File: config.mk
export PLATFORM = sky130hd
export DESIGN_NAME = ram_arb_n
export DESIGN_NICKNAME = d
export VERILOG_FILES = /design/src/rtl/ram_arb_n_pkg.sv /design/src/rtl/ram_arb_n_rr_pick.sv /design/src/rtl/ram_arb_n.sv
export SDC_FILE = /design/constraint.sdc
export NUM_CORES = 1
export LEC_CHECK = 0
export CORE_AREA = 3 3 94 96
export CTS_BUF_LIST = sky130_fd_sc_hd__clkbuf_16
export DETAILED_ROUTE_END_ITERATION = 6
export DIE_AREA = 0 0 97 99
export HOLD_SLACK_MARGIN = 0.15
export PLACE_DENSITY = 0.63
export SYNTH_ARGS = -nofsm -noshare
export SYNTH_HDL_FRONTEND = slang
export SYNTH_SLANG_ARGS = --single-unit
File: constraint.sdc
create_clock -name wb_clk -period 2.7 [get_ports wb_clk]
set_input_delay 0.54 -clock wb_clk [delete_from_list [all_inputs] [get_ports wb_clk]]
set_output_delay 0.54 -clock wb_clk [all_outputs]
set_load 0.01 [all_outputs]
File: src/rtl/ram_arb_n_pkg.sv
// Shared constants and helpers for the N-port Wishbone RAM arbiter.
// RAM_ARB_RR_EN selects round-robin arbitration (default: fixed priority).
package ram_arb_n_pkg;

  localparam int DEF_N     = 2;
  localparam int DEF_WIDTH = 10;

  function automatic int idx_w(input int n);
    return (n > 1) ? $clog2(n) : 1;
  endfunction

endpackage

File: src/rtl/ram_arb_n_rr_pick.sv
// Rotating priority picker: first requester at or after base wins.
// Base is ignored (lowest index wins) unless RAM_ARB_RR_EN is defined.
module ram_arb_n_rr_pick
  import ram_arb_n_pkg::*;
#(
  parameter int N  = DEF_N,
  parameter int IW = idx_w(N)
) (
  input  logic [N-1:0]  i_req,
  input  logic [IW-1:0] i_base,
  output logic [N-1:0]  o_pick,
  output logic [IW-1:0] o_idx
);

  logic [IW-1:0] w_base;

`ifdef RAM_ARB_RR_EN
  assign w_base = i_base;
`else
  assign w_base = i_base & '0;
`endif

  int j;

  // Walk from lowest to highest priority so the best candidate lands last.
  always_comb begin
    o_pick = '0;
    o_idx  = '0;
    j      = 0;
    for (int k = N - 1; k >= 0; k--) begin
      j = int'(w_base) + k;
      if (j >= N) j = j - N;
      if (i_req[j]) begin
        o_pick    = '0;
        o_pick[j] = 1'b1;
        o_idx     = IW'(j);
      end
    end
  end

endmodule

File: src/rtl/ram_arb_n.sv
// N-port Wishbone-classic arbiter sharing one slave port between masters.
// RAM_ARB_RR_EN enables round-robin; otherwise lowest index has priority.
module ram_arb_n
  import ram_arb_n_pkg::*;
#(
  parameter int N     = DEF_N,
  parameter int WIDTH = DEF_WIDTH
) (
  input  logic               wb_clk,
  input  logic               wb_rst,
  input  logic [N-1:0]       m_cyc,
  input  logic [N-1:0]       m_we,
  input  logic [4*N-1:0]     m_sel,
  input  logic [WIDTH*N-1:0] m_adr,
  input  logic [32*N-1:0]    m_dat,
  output logic [N-1:0]       m_ack,
  output logic [32*N-1:0]    m_rdt,
  output logic               x_cyc,
  output logic               x_we,
  output logic [3:0]         x_sel,
  output logic [WIDTH-1:0]   x_adr,
  output logic [31:0]        x_dat,
  input  logic               x_ack,
  input  logic [31:0]        x_rdt,
  output logic [N-1:0]       grant
);

  localparam int IW = idx_w(N);

  logic [N-1:0]  r_owner;
  logic [IW-1:0] r_last;

  logic          w_idle;
  logic [IW-1:0] w_base;
  logic [N-1:0]  w_pick;
  logic [IW-1:0] w_pick_idx;
  logic [N-1:0]  w_grant;

  assign w_idle = ~|r_owner;
  assign w_base = (r_last == IW'(N - 1)) ? '0 : r_last + IW'(1);

  ram_arb_n_rr_pick #(
    .N  (N),
    .IW (IW)
  ) u_pick (
    .i_req  (m_cyc),
    .i_base (w_base),
    .o_pick (w_pick),
    .o_idx  (w_pick_idx)
  );

  // Idle grants combinationally so the first beat starts with no wait.
  assign w_grant = wb_rst ? '0 : (w_idle ? w_pick : r_owner);
  assign grant   = w_grant;

  always_ff @(posedge wb_clk) begin
    if (wb_rst) begin
      r_owner <= '0;
      r_last  <= IW'(N - 1);
    end else if (w_idle) begin
      r_owner <= w_pick;
      if (|w_pick) r_last <= w_pick_idx;
    end else if (~|(r_owner & m_cyc)) begin
      r_owner <= '0;
    end
  end

  always_comb begin
    x_cyc = 1'b0;
    x_we  = 1'b0;
    x_sel = '0;
    x_adr = '0;
    x_dat = '0;
    for (int i = 0; i < N; i++) begin
      x_cyc = x_cyc | (w_grant[i] & m_cyc[i]);
      x_we  = x_we  | (w_grant[i] & m_we[i]);
      x_sel = x_sel | (m_sel[4*i +: 4] & {4{w_grant[i]}});
      x_adr = x_adr | (m_adr[WIDTH*i +: WIDTH] & {WIDTH{w_grant[i]}});
      x_dat = x_dat | (m_dat[32*i +: 32] & {32{w_grant[i] & m_we[i]}});
    end
  end

  assign m_ack = w_grant & {N{x_ack}};

  always_comb begin
    m_rdt = '0;
    for (int i = 0; i < N; i++) begin
      m_rdt[32*i +: 32] = x_rdt & {32{w_grant[i] & x_ack & ~m_we[i]}};
    end
  end

endmodule

==> metrics.yaml <==
clocking:
  cts.sinks: 2
  root_buffer: "clkbuf_16"
  clkSlewWorstSetupHoldPaths_ps: 30
  worstSkewPairLatency_ps: 220
  clk_path_buf_depth: 2
  cts-buffers-inserted: 3
  htree_levels: 1
  cts_tree: "yes"
floorplan:
  initial_core_util_pct: 13.1
  dieArea_um2: 9600
  coreArea_um2: 8130
  ioPinCount: 247
  die_h_um: 99
  die_w_um: 97
  rows: 33
logic_synthesis:
  synth.distinct_cells: 16
  synth_area_leader_cell: "and2_1"
  yosysMostFrequentCell: "and2_1"
  seq_area_frac_synth_pct: 3.75
  syn_area_um2: 1070
  yosys_most_used_dff: "dfxtp_1"
  synth.net_count: 279
  ys_seq_elements: 2
  syn_inst: 148
  synth-edff-count: 0
  yosys.area.top_type_share_pct: 38.7
  yosys_warnings: 0
  synth_area_per_cell_um2: 7.21
  async_reset_ff_share_pct: 0
  synth_commonest_cells: "66 x and2_1, 47 x a22o_1, 7 x clkbuf_1"
  synth_area_leaders: "and2_1 39%, a22o_1 39%, dfxtp_1 3.8%"
route:
  wl_um: 8370
  drtIter0Drc: 57
  dr.pass1.iters: 4
  drc: 0
  wl_per_cell_um: 16.0
  via_per_inst: 4.24
  vias: 2216
  final_antenna_net_count: 0
worst_setup_path:
  path_common_cell: "buf_6"
  r2r_end: "r_owner[0]"
  rr_worst_depth: 6
  reg2reg_slack_ps: 1410
  crit_buf_inv: 6
  crit_chain: "buf_2 -> or3b_4 -> a2111oi_4 -> buf_4 -> clkbuf_16 -> buf_6 -> buf_6 -> and2_4 -> buf_6"
  critical_path_class: "input port to output pin"
  cp_top_family: "buffers and inverters"
  slowest_delay_ps: 390
  cp.required_ps: 2160
  slowest_stage: "or3b_4"
  crit_fanout: 3
  arrival_ps: 2100
  end_kind: "output pin"
  r2r-start: "r_owner[1]"
  start_kind: "input port"
sta:
  setup_tns_ps: 0
  hold_viol: 0
  worstMarginPinSlew_ps: 287
  finalMaxSlewViolations: 0
  period_minus_slack_ps: 2640
  finalCritPeriodShare_pct: 97.7
  fmax_mhz: 379
  rsz0062_at_grt: "no"
  finalClockSkew_ps: 1.24
  fin_ws_ps: 61.3
  slew_headroom_pct: 80.9
  finalSetupViolCount: 0
finish:
  fin_cells: 523
  nNetsFinal: 551
  seqCellArea_um2: 40.0
  area_delta_synth_final_pct: 273
  max_flop_register: "r_owner"
  n_fill_cell: 802
  largestRegisters: "r_owner (2)"
  largest_reg_flops: 2
  antenna_cells: 0
  multi_input_area_um2: 1010
  drive_gt1_share_pct: 21.5
  utilization_pct: 48.9
worst_hold_path:
  min-delay-start: "r_owner[1]"
  min_path_type: "flip-flop to flip-flop"
  holdPathStages: 2
  worstHoldEndpoint: "r_owner[0]"
place:
  dpl.hpwl_um: 6490
  routabilityCongestion: 0.763
  port_buffers: 246
  dp_slack_ps: -609
  dp_cells: 499
grt:
  grt_pass1_vias: 2337
  grt_max_degree: 34
  grt_pass1_wl_um: 12600
  gr-usage-all-layers_pct: 16.2
  antenna_found_initial: 0
  grt_overflow: 0
job:
  drv_cap: 0
pwr:
  power_per_cell_area_nw_per_um2: 186
  worst_ir_drop_vdd_mv: 0.0866
  leakage_nw: 2.03
outcome:
  status: "finished clean"
==> logic make-up (layout without fill, tap and decap cells) <==
logic type	after synthesis	in the layout	share of synthesized area (%)
and+or+nand+nor	73	73	43.3
AOI/OAI and AO/OA	56	56	46.2
buffers and inverters	17	287	6.80
DFF	2	2	3.75
==> layer usage <==
metal / vias to the layer above / GRT usage [%] / wire length [µm]
li1: 1083 / - / -
met3: 7 / 5.52 / 891
met5: - / 0 / 0
met2: 130 / 30.4 / 4430
met4: 0 / 4.54 / 95
met1: 996 / 17.2 / 2960
==> power breakdown <==
| part | leakage, nW | switching [W] | internal, W |
|---|---|---|---|
| combinational | 1.98 | 0.000164 | 0.000321 |
| sequential | 0.0165 | 0.00000124 | 0.0000316 |
| clock | 0.0370 | 0.0000352 | 0.000189 |
| total | 2.03 | 0.000200 | 0.000541 |
==> placed cells by master, fill, tap and decap left out, types with 2 or more instances in the layout <==
master and n:
nor2b_1 2, nand2b_1 3, dlygate4sd2_1 81, inv_1 2, clkdlybuf4s15_1 3, buf_6 19, a2111oi_4 2, dfxtp_1 2
buf_12 5, and2_1 56, a21oi_1 3, clkbuf_16 4, a21oi_4 2, clkdlybuf4s50_1 128, buf_16 2, buf_4 18
buf_2 22, a22o_1 47, and2_4 10
==> layout make-up <==
| type | count | share of cell area, % |
|---|---|---|
| repair buffers | 281 | 68.0 |
| multi-input cells | 129 | 25.5 |
| well taps | 105 | 3.30 |
| clock buffers | 3 | 1.89 |
| flip-flops and latches | 2 | 1.01 |
| inverters | 3 | 0.283 |
==> worst min-delay path: cells and delay by family, from the launching register on <==
kind / cells / cell delay, ps
AOI/OAI and AO/OA: 1 / 120
and+or+nand+nor: 1 / 50
DFF: 1 / 310
==> through the flow <==
stage	area (µm²)	hold WS, ps	total power [W]
final	3980	530	0.000741
after global routing	3980	609	0.000780
after CTS	3970	532	0.000748
after detailed placement	3770	528	0.000527
after global placement	3770	507	0.000526
after floorplan	1070	486	0.000163
==> what timing repair did <==
item | 4_1_cts | 5_1_grt
setup buffers | 14 | 1
hold buffers | 0 | 0
pin swaps | 7 | 3
setup endpoints to repair | 116 | 4
gates resized for setup | 253 | 4
cloned | 6 | 0
==> worst max path at each step <==
| stage | from | end | slack, ps | depth (start not counted) |
|---|---|---|---|---|
| 2_1_floorplan | m_cyc[0] | m_rdt[32] | 430 | 4 |
| 3_3_place_gp | m_cyc[1] | x_dat[2] | -600 | 7 |
| 3_5_place_dp | m_cyc[1] | x_dat[2] | -610 | 7 |
| 4_1_cts | m_cyc[0] | m_rdt[53] | 9 | 8 |
| 5_1_grt | m_cyc[0] | m_rdt[53] | 0.5 | 9 |
| 6_report | m_cyc[0] | m_rdt[53] | 60 | 9 |
Power figures use the tool's default switching activity.
